`src/rtl/tdc_ctrl_pkg.sv`:
```
// Shared types and command bytes for the TDC power-up / soft-reset sequencer.
// Sequencer states, UART command byte values and the decoded command bundle.
package tdc_ctrl_pkg;

   typedef enum logic [1:0] {
      IDLE      = 2'd0,
      EN_LOW    = 2'd1,
      BOOT_WAIT = 2'd2,
      SOFT_RST  = 2'd3
   } state_e;

   localparam logic [7:0] CMD_POWER = 8'h64;  // "d"
   localparam logic [7:0] CMD_HOME  = 8'h68;  // "h"
   localparam logic [7:0] CMD_MASK  = 8'h6D;  // "m"
   localparam logic [7:0] CMD_OFF   = 8'h78;  // "x"
   localparam logic [7:0] CMD_PAUSE = 8'h73;  // "s"
   localparam logic [7:0] CMD_PLAY  = 8'h70;  // "p"

   typedef struct packed {
      logic power;
      logic home;
      logic mask;
      logic off;
      logic pause;
      logic play;
   } cmd_t;

endpackage

```
`src/rtl/tdc_power_seq_if.sv`:
```
// Byte-in / channel-control-out bundle of the TDC power sequencer.
// The master drives UART bytes; the slave (sequencer) drives every other signal.
interface tdc_power_seq_if #(
   parameter int NUM_CH = 6
);
   logic [7:0]        rx_data;
   logic              new_rx_data;
   logic [NUM_CH-1:0] tdc_enable;
   logic [NUM_CH-1:0] soft_reset;
   logic [NUM_CH-1:0] ch_mask;
   logic              busy;
   logic              done;
   logic              go_home;
   logic              pause;

   modport master (
      output rx_data, new_rx_data,
      input  tdc_enable, soft_reset, ch_mask, busy, done, go_home, pause
   );

   modport slave (
      input  rx_data, new_rx_data,
      output tdc_enable, soft_reset, ch_mask, busy, done, go_home, pause
   );
endinterface

```
`src/rtl/tdc_cmd_decode.sv`:
```
// Turns a UART byte strobe into one-hot command pulses, or a mask-load strobe when a mask byte is due.
// "s"/"p" are recognised only when TDC_SEQ_PAUSE_EN is defined.
module tdc_cmd_decode
   import tdc_ctrl_pkg::*;
(
   input  logic [7:0] rx_data,
   input  logic       new_rx_data,
   input  logic       mask_wait,
   output cmd_t       cmd,
   output logic       mask_load
);

   // A pending mask byte is consumed raw and never decoded as a command
   always_comb begin
      cmd       = '0;
      mask_load = 1'b0;
      if (new_rx_data && mask_wait) begin
         mask_load = 1'b1;
      end else if (new_rx_data) begin
         case (rx_data)
            CMD_POWER: cmd.power = 1'b1;
            CMD_HOME:  cmd.home  = 1'b1;
            CMD_MASK:  cmd.mask  = 1'b1;
            CMD_OFF:   cmd.off   = 1'b1;
`ifdef TDC_SEQ_PAUSE_EN
            CMD_PAUSE: cmd.pause = 1'b1;
            CMD_PLAY:  cmd.play  = 1'b1;
`endif
            default:   cmd       = '0;
         endcase
      end else begin
         cmd = '0;
      end
   end

endmodule

```
`src/rtl/tdc_power_seq.sv`:
```
// Parametrised TDC power-up / soft-reset sequencer driven by UART command bytes.
// Optional pause/play commands are enabled by defining TDC_SEQ_PAUSE_EN.
module tdc_power_seq
   import tdc_ctrl_pkg::*;
#(
   parameter int NUM_CH           = 6,
   parameter int CNT_W            = 20,
   parameter int EN_LOW_CYCLES    = 1000,
   parameter int BOOT_CYCLES      = 1048575,
   parameter int RST_PULSE_CYCLES = 4
) (
   input logic            clk,
   input logic            rst,
   tdc_power_seq_if.slave bus
);

   if (NUM_CH < 1 || NUM_CH > 8 || CNT_W < 1 || CNT_W > 30 ||
       EN_LOW_CYCLES < 1 || BOOT_CYCLES < 1 || RST_PULSE_CYCLES < 1 ||
       EN_LOW_CYCLES >= (32'sd1 << CNT_W) || BOOT_CYCLES >= (32'sd1 << CNT_W) ||
       RST_PULSE_CYCLES >= (32'sd1 << CNT_W)) begin : g_bad_params
      $error("tdc_power_seq: parameter out of range");
   end

   localparam logic [CNT_W-1:0]  CNT_ZERO    = {CNT_W{1'b0}};
   localparam logic [CNT_W-1:0]  CNT_ONE     = {{(CNT_W-1){1'b0}}, 1'b1};
   localparam logic [CNT_W-1:0]  EN_LOW_LAST = CNT_W'(EN_LOW_CYCLES - 1);
   localparam logic [CNT_W-1:0]  BOOT_LAST   = CNT_W'(BOOT_CYCLES - 1);
   localparam logic [CNT_W-1:0]  PULSE_LAST  = CNT_W'(RST_PULSE_CYCLES - 1);
   localparam logic [NUM_CH-1:0] CH_NONE     = {NUM_CH{1'b0}};
   localparam logic [NUM_CH-1:0] CH_ALL      = {NUM_CH{1'b1}};

   state_e            state_r, state_s;
   logic [CNT_W-1:0]  cnt_r, cnt_s;
   logic [NUM_CH-1:0] en_r, en_s;
   logic [NUM_CH-1:0] sr_r, sr_s;
   logic [NUM_CH-1:0] mask_r, mask_s;
   logic [NUM_CH-1:0] seq_mask_r, seq_mask_s;
   logic              busy_r, busy_s;
   logic              done_r, done_s;
   logic              home_r, home_s;
   logic              wait_r, wait_s;
   cmd_t              cmd_s;
   logic              mask_load_s;

   tdc_cmd_decode u_decode (
      .rx_data     (bus.rx_data),
      .new_rx_data (bus.new_rx_data),
      .mask_wait   (wait_r),
      .cmd         (cmd_s),
      .mask_load   (mask_load_s)
   );

   // State and output registers
   always_ff @(posedge clk) begin
      if (rst) begin
         state_r    <= IDLE;
         cnt_r      <= CNT_ZERO;
         en_r       <= CH_NONE;
         sr_r       <= CH_NONE;
         mask_r     <= CH_ALL;
         seq_mask_r <= CH_ALL;
         busy_r     <= 1'b0;
         done_r     <= 1'b0;
         home_r     <= 1'b0;
         wait_r     <= 1'b0;
      end else begin
         state_r    <= state_s;
         cnt_r      <= cnt_s;
         en_r       <= en_s;
         sr_r       <= sr_s;
         mask_r     <= mask_s;
         seq_mask_r <= seq_mask_s;
         busy_r     <= busy_s;
         done_r     <= done_s;
         home_r     <= home_s;
         wait_r     <= wait_s;
      end
   end

   // Next-state: "d"/"x" take priority over the running timeline, so a
   // restart on the last pulse cycle suppresses done
   always_comb begin
      state_s    = state_r;
      cnt_s      = cnt_r;
      en_s       = en_r;
      sr_s       = sr_r;
      mask_s     = mask_r;
      seq_mask_s = seq_mask_r;
      busy_s     = busy_r;
      done_s     = 1'b0;
      home_s     = home_r;
      wait_s     = wait_r;

      if (mask_load_s) begin
         mask_s = bus.rx_data[NUM_CH-1:0];
         wait_s = 1'b0;
      end else if (cmd_s.mask) begin
         wait_s = 1'b1;
      end else begin
         wait_s = wait_r;
      end

      if (cmd_s.home) begin
         home_s = 1'b1;
      end else if (cmd_s.power) begin
         home_s = 1'b0;
      end else begin
         home_s = home_r;
      end

      if (cmd_s.power) begin
         state_s    = EN_LOW;
         cnt_s      = CNT_ZERO;
         busy_s     = 1'b1;
         seq_mask_s = mask_r;
         en_s       = en_r & ~mask_r;
         sr_s       = CH_NONE;
      end else if (cmd_s.off) begin
         state_s = IDLE;
         cnt_s   = CNT_ZERO;
         busy_s  = 1'b0;
         en_s    = en_r & ~mask_r;
         sr_s    = CH_NONE;
      end else begin
         case (state_r)
            IDLE: begin
               sr_s   = CH_NONE;
               busy_s = 1'b0;
            end
            EN_LOW: begin
               en_s = en_r & ~seq_mask_r;
               if (cnt_r == EN_LOW_LAST) begin
                  state_s = BOOT_WAIT;
                  cnt_s   = CNT_ZERO;
                  en_s    = en_r | seq_mask_r;
               end else begin
                  cnt_s = cnt_r + CNT_ONE;
               end
            end
            BOOT_WAIT: begin
               en_s = en_r | seq_mask_r;
               if (cnt_r == BOOT_LAST) begin
                  state_s = SOFT_RST;
                  cnt_s   = CNT_ZERO;
                  sr_s    = seq_mask_r;
               end else begin
                  cnt_s = cnt_r + CNT_ONE;
               end
            end
            SOFT_RST: begin
               sr_s = seq_mask_r;
               if (cnt_r == PULSE_LAST) begin
                  state_s = IDLE;
                  cnt_s   = CNT_ZERO;
                  sr_s    = CH_NONE;
                  busy_s  = 1'b0;
                  done_s  = 1'b1;
               end else begin
                  cnt_s = cnt_r + CNT_ONE;
               end
            end
            default: begin
               state_s    = IDLE;
               cnt_s      = CNT_ZERO;
               en_s       = CH_NONE;
               sr_s       = CH_NONE;
               mask_s     = CH_ALL;
               seq_mask_s = CH_ALL;
               busy_s     = 1'b0;
               home_s     = 1'b0;
               wait_s     = 1'b0;
            end
         endcase
      end
   end

`ifdef TDC_SEQ_PAUSE_EN
   logic pause_r;

   // Acquisition pause flag set by "s", cleared by "p"
   always_ff @(posedge clk) begin
      if (rst) begin
         pause_r <= 1'b0;
      end else if (cmd_s.pause) begin
         pause_r <= 1'b1;
      end else if (cmd_s.play) begin
         pause_r <= 1'b0;
      end else begin
         pause_r <= pause_r;
      end
   end

   assign bus.pause = pause_r;
`else
   logic unused_pause_s;
   assign unused_pause_s = cmd_s.pause | cmd_s.play;
   assign bus.pause      = 1'b0;
`endif

   assign bus.tdc_enable = en_r;
   assign bus.soft_reset = sr_r;
   assign bus.ch_mask    = mask_r;
   assign bus.busy       = busy_r;
   assign bus.done       = done_r;
   assign bus.go_home    = home_r;

endmodule

```
`src/flat_wrapper.sv`:
```
// flat-port wrapper written by rule: the top's interface ports become plain ports
module tdc_power_seq_flat import tdc_ctrl_pkg::*;
#(
   parameter int NUM_CH           = 6,
   parameter int CNT_W            = 20,
   parameter int EN_LOW_CYCLES    = 1000,
   parameter int BOOT_CYCLES      = 1048575,
   parameter int RST_PULSE_CYCLES = 4
)
  (clk, rst, bus_rx_data, bus_new_rx_data, bus_tdc_enable, bus_soft_reset, bus_ch_mask, bus_busy, bus_done, bus_go_home, bus_pause);
  tdc_power_seq_if #(.NUM_CH(NUM_CH)) bus_i ();
  input logic clk;
  input logic rst;
  input wire logic [$bits(bus_i.rx_data)-1:0] bus_rx_data;
  input wire logic [$bits(bus_i.new_rx_data)-1:0] bus_new_rx_data;
  output wire logic [$bits(bus_i.tdc_enable)-1:0] bus_tdc_enable;
  output wire logic [$bits(bus_i.soft_reset)-1:0] bus_soft_reset;
  output wire logic [$bits(bus_i.ch_mask)-1:0] bus_ch_mask;
  output wire logic [$bits(bus_i.busy)-1:0] bus_busy;
  output wire logic [$bits(bus_i.done)-1:0] bus_done;
  output wire logic [$bits(bus_i.go_home)-1:0] bus_go_home;
  output wire logic [$bits(bus_i.pause)-1:0] bus_pause;
  assign bus_i.rx_data = bus_rx_data;
  assign bus_i.new_rx_data = bus_new_rx_data;
  assign bus_tdc_enable = bus_i.tdc_enable;
  assign bus_soft_reset = bus_i.soft_reset;
  assign bus_ch_mask = bus_i.ch_mask;
  assign bus_busy = bus_i.busy;
  assign bus_done = bus_i.done;
  assign bus_go_home = bus_i.go_home;
  assign bus_pause = bus_i.pause;
  tdc_power_seq #(.NUM_CH(NUM_CH), .CNT_W(CNT_W), .EN_LOW_CYCLES(EN_LOW_CYCLES), .BOOT_CYCLES(BOOT_CYCLES), .RST_PULSE_CYCLES(RST_PULSE_CYCLES)) u_core (.clk(clk), .rst(rst), .bus(bus_i));
endmodule
```
`config.mk`:
```
export PLATFORM = sky130hd
export DESIGN_NAME = tdc_power_seq_flat
export DESIGN_NICKNAME = d
export VERILOG_FILES = /design/src/rtl/tdc_ctrl_pkg.sv /design/src/rtl/tdc_power_seq_if.sv /design/src/rtl/tdc_cmd_decode.sv /design/src/rtl/tdc_power_seq.sv /design/src/flat_wrapper.sv
export SDC_FILE = /design/constraint.sdc
export NUM_CORES = 1
export LEC_CHECK = 0
export BUFFER_PORTS_ARGS = -buffer_cell sky130_fd_sc_hd__buf_2
export CAP_MARGIN = 30
export CORE_MARGIN = 2
export CORE_UTILIZATION = 52
export DETAILED_ROUTE_END_ITERATION = 16
export GPL_TIMING_DRIVEN = 0
export PLACE_DENSITY = 0.76
export SLEW_MARGIN = 5
export SYNTH_ARGS = -nofsm -noshare
export SYNTH_HDL_FRONTEND = slang
export SYNTH_SLANG_ARGS = --single-unit
```
`constraint.sdc`:
```
create_clock -name clk -period 1.9 [get_ports clk]
set_input_delay 0.095 -clock clk [delete_from_list [all_inputs] [get_ports clk]]
set_output_delay 0.095 -clock clk [all_outputs]
set_load 0.03 [all_outputs]
```
==> results.sh, run 1 <==
export IMPL_synth_avg_cell_area_um2=8.72
export IMPL_final_hold_viol_count=0
export IMPL_drive_gt1_share_pct=33.1
export IMPL_status="complete, but fails checks"
export IMPL_core_area_um2=4690
export IMPL_synth_seq_cells=50
export IMPL_drtIter0Drc=184
export IMPL_num_vias=2415
export IMPL_totalWireLength_mm=6.49
export IMPL_io_buffer_count=30
export IMPL_r2r_start="u_core.cnt_r[6]$_SDFFE_PP0N_"
export IMPL_skew_ps=7.76
export IMPL_synth_edf_count=0
export IMPL_startpoint_type="flip-flop"
export IMPL_io_pins=33
export IMPL_syn_to_final_growth_pct=28.5
export IMPL_antenna_found_initial=0
export IMPL_r2r_cells=8
export IMPL_nNetsFinal=363
export IMPL_antennaDiodeCount=0
export IMPL_rsz0062_at_grt="true"
export IMPL_critPathCapture="u_core.cnt_r[17]$_SDFFE_PP0N_"
export IMPL_slew_limit_headroom_pct=51.2
export IMPL_grt_pass1_vias=2197
export IMPL_clk_pin_slew_worst_paths_ps=100
export IMPL_power_mw=2.47
export IMPL_final_max_slew_viol_count=0
export IMPL_netlist_area_um2=2530
export IMPL_max_vdd_ir_drop_v=0.000515
export IMPL_synthArstFlopShare_pct=0
export IMPL_setup_viol=28
export IMPL_drv_cap=0
export IMPL_p_leak_nw=1.19
export IMPL_cts_sinks=50
export IMPL_die_h_um=73.7
export IMPL_path_max_fanout=6
export IMPL_min_path_type="in -> reg"
export IMPL_ctsLongestPathBuffers=2
export IMPL_cts_made_buffers=5
export IMPL_grt_max_degree=19
export IMPL_synth_nets=310
export IMPL_synthCells=290
export IMPL_tns_ps=-3900
export IMPL_netlist_cell_type_count=56
export IMPL_final_cells=398
export IMPL_grt_remaining_overflow=0
export IMPL_worst_slew_pin_slew_ps=729
export IMPL_place_inst=374
export IMPL_worstSkewPairLatency_ps=320
export IMPL_cts_root_buf="clkbuf_8"
export IMPL_final_core_util_pct=69.2
export IMPL_ant_nets=0
export IMPL_dr_pass1_iters=5
export IMPL_avgViaCountPerCell=6.07
export IMPL_grtUsageTotal_pct=23.8
export IMPL_gp_congestion=0.840
export IMPL_cp_startpoint="u_core.cnt_r[6]$_SDFFE_PP0N_"
export IMPL_rrSetupSlack_ps=-200
export IMPL_cp_data_arrival_time_ps=2330
export IMPL_wire_per_inst_um=16.3
export IMPL_hpwl_mm=4.15
export IMPL_yosys_warnings=0
export IMPL_seq_area_frac_synth_pct=39.6
export IMPL_rows=25
export IMPL_end_kind="flip-flop"
export IMPL_final_cell_mix="43 x dfxtp_1, 30 x buf_2, 21 x nor2_1, 21 x nand2_1, 16 x buf_4"
export IMPL_die_w_um=73.7
export IMPL_dieArea_um2=5430
export IMPL_layout_setup_ws_ps=-202
export IMPL_period_share_pct=111
export IMPL_layout_commonest_cell="dfxtp_1"
export IMPL_violations="setup timing"
export IMPL_synth_ff_type="dfxtp_1"
export IMPL_power_density_nw_per_um2=761
export IMPL_cts_tree="yes"
export IMPL_start_util_pct=53.9
export IMPL_finalCriticalPeriod_ps=2100
export IMPL_grt_pass1_wl_mm=10.1
export IMPL_place_ws_ps=-480
export IMPL_cp_data_required_time_ps=2130
export IMPL_htree_levels=2
export IMPL_r2r_end="u_core.cnt_r[17]$_SDFFE_PP0N_"
export IMPL_fmax_mhz=476
export IMPL_route_detailed_drc=0
export IMPL_critPathKind="reg -> reg"
==> power breakdown <==
| group | switching (mW) | internal (mW) |
|---|---|---|
| clock network | 0.399 | 0.271 |
| registers | 0.0451 | 1.10 |
| logic | 0.398 | 0.262 |
==> critical path, cell delays in order, from the launching register on <==
cell      delay [ps]
dfxtp_4          360
buf_4            100
nand4_1          210
or4_4            480
o21a_4           240
a2111o_1         300
nand2_2          130
buf_6            140
nor2_1            40
==> synthesized netlist by cell type, types with 8 or more instances <==
library cell | n | area [um^2]
dfxtp_1 | 50 | 1000
nand3_1 | 12 | 60.1
a31oi_1 | 8 | 50.1
a21oi_1 | 8 | 40.0
a211o_1 | 12 | 105
nor2_1 | 28 | 105
inv_1 | 12 | 45.0
nand2_1 | 22 | 82.6
clkbuf_1 | 10 | 37.5
ha_1 | 9 | 113
or4_1 | 8 | 60.1
and3_1 | 12 | 75.1
==> layout make-up <==
| class | instances | area [um^2] |
|---|---|---|
| multi-input combinational | 214 | 1640 |
| fill | 364 | 1440 |
| sequential | 50 | 1020 |
| timing repair buffer | 48 | 297 |
| buffer | 12 | 86.3 |
| clock buffer | 5 | 68.8 |
| tap | 54 | 67.6 |
| inverter | 12 | 47.5 |
| clock inverter | 3 | 26.3 |
==> worst min-delay path by stage <==
stage	slack [ps]	end	startpoint	cells past startpoint
after floorplan	290	u_core.wait_r$_SDFFE_PP0P_	bus_new_rx_data	2
after global placement	450	u_core.bus.ch_mask[1]$_SDFFE_PP1P_	bus_rx_data[1]	3
after detailed placement	450	u_core.bus.ch_mask[1]$_SDFFE_PP1P_	bus_rx_data[1]	3
after CTS	120	u_core.bus.ch_mask[1]$_SDFFE_PP1P_	bus_rx_data[1]	3
after global routing	140	u_core.bus.ch_mask[1]$_SDFFE_PP1P_	bus_rx_data[1]	3
final	130	u_core.bus.ch_mask[1]$_SDFFE_PP1P_	bus_rx_data[1]	3
==> routing by layer <==
metal / part of all wire (%) / track usage (%)
met4: 1.7 / 8.89
met3: 5.4 / 5.49
met2: 50 / 41.0
met1: 43 / 28.5
met5: 0 / 0
==> timing repair <==
action                     in CTS  in global routing
setup endpoints to repair      35                 35
cloned                          1                  0
setup buffers                  13                  4
gates resized for setup        28                 37
hold buffers                    0                  0
pin swaps                      24                 17
==> logic make-up after synthesis <==
| kind of cell | synth area share, % |
|---|---|
| muxes | 0.842 |
| and+or+nand+nor | 26.7 |
| DFF | 39.6 |
| xor gates and xnor gates | 4.16 |
| adders and majority gates | 4.46 |
| AOI/OAI and AO/OA | 19.7 |
| other | 0.148 |
| buffers and inverters | 4.41 |
==> stage by stage <==
stage | hold slack, ps | cell area [um^2]
floorplan | 291 | 2550
global placement | 454 | 2770
detailed placement | 451 | 2770
CTS | 122 | 3060
global route | 140 | 3250
finish | 129 | 3250
(Power assumes the default switching activity.)
==> inputs of run 2 (changes only) <==
- CORE_UTILIZATION: 52 -> 40
- GPL_TIMING_DRIVEN: 0 -> 1
- PLACE_DENSITY: 0.76 -> not set
==> results.sh, run 2 (synthesis gave the netlist of run 1 again) <==
export IMPL_status="complete, but fails checks"
export IMPL_violations="setup timing"
export IMPL_ant_nets=0
export IMPL_p_int_mw=1.75
export IMPL_min_path_type="in -> reg"
export IMPL_critPathKind="reg -> reg"
export IMPL_rsz0062_at_grt="true"
export IMPL_cts_tree="yes"
export IMPL_core_area_um2=6030
export IMPL_swShare_pct=31.3
export IMPL_critPathCapture="u_core.cnt_r[4]$_SDFFE_PP0N_"
export IMPL_max_vdd_ir_drop_v=0.000493
export IMPL_r2r_end="u_core.cnt_r[4]$_SDFFE_PP0N_"
export IMPL_antenna_found_initial=0
export IMPL_layout_commonest_cell="dfxtp_1"
export IMPL_grt_remaining_overflow=0
export IMPL_ctsLongestPathBuffers=2
export IMPL_ctsHoldBuffers=0
export IMPL_r2r_cells=8
export IMPL_final_hold_viol_count=0
export IMPL_power_density_nw_per_um2=778
export IMPL_route_detailed_drc=0
export IMPL_dr_pass1_iters=5
export IMPL_worstSkewPairLatency_ps=320
export IMPL_period_share_pct=112
export IMPL_cp_data_required_time_ps=2110
export IMPL_avgViaCountPerCell=5.68
export IMPL_cp_data_arrival_time_ps=2330
export IMPL_io_buffer_count=31
export IMPL_clock_power_share_pct=29.7
export IMPL_end_kind="flip-flop"
export IMPL_io_pins=33
export IMPL_r2r_start="u_core.cnt_r[0]$_SDFFE_PP0N_"
export IMPL_clk_pin_slew_worst_paths_ps=90
export IMPL_htree_levels=2
export IMPL_p_sw_uw=798
export IMPL_power_frac_seq_pct=44.5
export IMPL_grtUsageTotal_pct=19.1
export IMPL_grt_pass1_vias=2350
export IMPL_tns_ps=-5070
export IMPL_die_w_um=83.5
export IMPL_cts_made_buffers=5
export IMPL_wire_per_inst_um=15.4
export IMPL_fmax_mhz=472
export IMPL_comb_power_share_pct=25.8
export IMPL_hpwl_mm=4.80
export IMPL_regArea_um2=1010
export IMPL_path_max_fanout=6
export IMPL_placed_cell_area_um2=3020
export IMPL_skew_ps=6.07
export IMPL_grt_pass1_wl_mm=11.1
export IMPL_hold_ws_ps=50.2
export IMPL_finalCriticalPeriod_ps=2120
export IMPL_dieArea_um2=6970
export IMPL_gp_congestion=0.891
export IMPL_rrSetupSlack_ps=-220
export IMPL_drtIter0Drc=162
export IMPL_final_cell_mix="44 x dfxtp_1, 42 x buf_4, 31 x buf_2"
export IMPL_rows=28
export IMPL_grt_max_degree=21
export IMPL_drv_cap=0
export IMPL_startpoint_type="flip-flop"
export IMPL_p_leak_nw=1.26
export IMPL_final_max_slew_viol_count=0
export IMPL_nNetsFinal=376
export IMPL_die_h_um=83.5
export IMPL_power_mw=2.55
export IMPL_drive_gt1_share_pct=32.2
export IMPL_antennaDiodeCount=0
export IMPL_totalWireLength_mm=6.66
export IMPL_multi_input_comb_area_um2=1550
export IMPL_start_util_pct=41.9
export IMPL_syn_to_final_growth_pct=29.8
export IMPL_cts_sinks=50
export IMPL_n_fill_cell=571
export IMPL_setup_viol=29
export IMPL_final_cell_area_um2=3280
export IMPL_cts_root_buf="clkbuf_8"
export IMPL_cp_startpoint="u_core.cnt_r[0]$_SDFFE_PP0N_"
export IMPL_num_vias=2454
export IMPL_layout_setup_ws_ps=-219
[run 2: worst max-delay path, stage by stage (launching register included)]
cell,delay (ps)
dfxtp_2,340
inv_2,60
ha_4,120
nand4_1,130
or4_4,520
o21a_4,270
a211o_4,310
a31oi_1,180
o21ai_1,80
[run 2: repair_timing]
item,4_1_cts,5_1_grt
buffers inserted,1,1
resized for setup,13,18
setup endpoints to repair,34,32
pin swaps,7,4
[run 2: worst min-delay path by stage]
stage | from | end | slack (ps) | depth (start not counted)
finish | rst | u_core.bus.busy$_SDFFE_PP0P_ | 50 | 2
global route | rst | u_core.bus.busy$_SDFFE_PP0P_ | 60 | 2
CTS | rst | u_core.bus.busy$_SDFFE_PP0P_ | 40 | 2
detailed placement | rst | u_core.bus.busy$_SDFFE_PP0P_ | 370 | 2
global placement | rst | u_core.bus.busy$_SDFFE_PP0P_ | 360 | 2
floorplan | bus_new_rx_data | u_core.wait_r$_SDFFE_PP0P_ | 290 | 2
[run 2: cell type report]
cell class	instances	share of cell area, %
multi-input combinational	214	47.3
sequential	50	30.8
timing repair buffer	73	14.3
tap	75	2.86
clock buffer	5	2.10
inverter	12	1.37
clock inverter	3	1.22
[run 2: per-layer routing]
layer	up-vias	track usage (%)	part of all wire (%)
li1	1188	-	-
met3	7	4.06	6.4
met4	0	6.45	1.1
met1	1184	27.3	47
met5	-	0	0
met2	75	28.5	45
[run 2: power by group through the flow]
stage	Clock, mW	Sequential [mW]	Combinational [mW]
after floorplan	0	1.22	0.317
after global placement	0	1.15	0.564
after detailed placement	0	1.16	0.562
after CTS	0.775	1.13	0.593
after global routing	0.816	1.14	0.710
final	0.759	1.13	0.658
[run 2: through the flow]
stage               std cells  utilization (%)  setup slack, ps
global route              432             54.4             -254
detailed placement        422             50.1             -328
global placement          422             50.1             -316
CTS                       431             53.0             -149
finish                    432             54.4             -219
floorplan                 290                -            -36.4
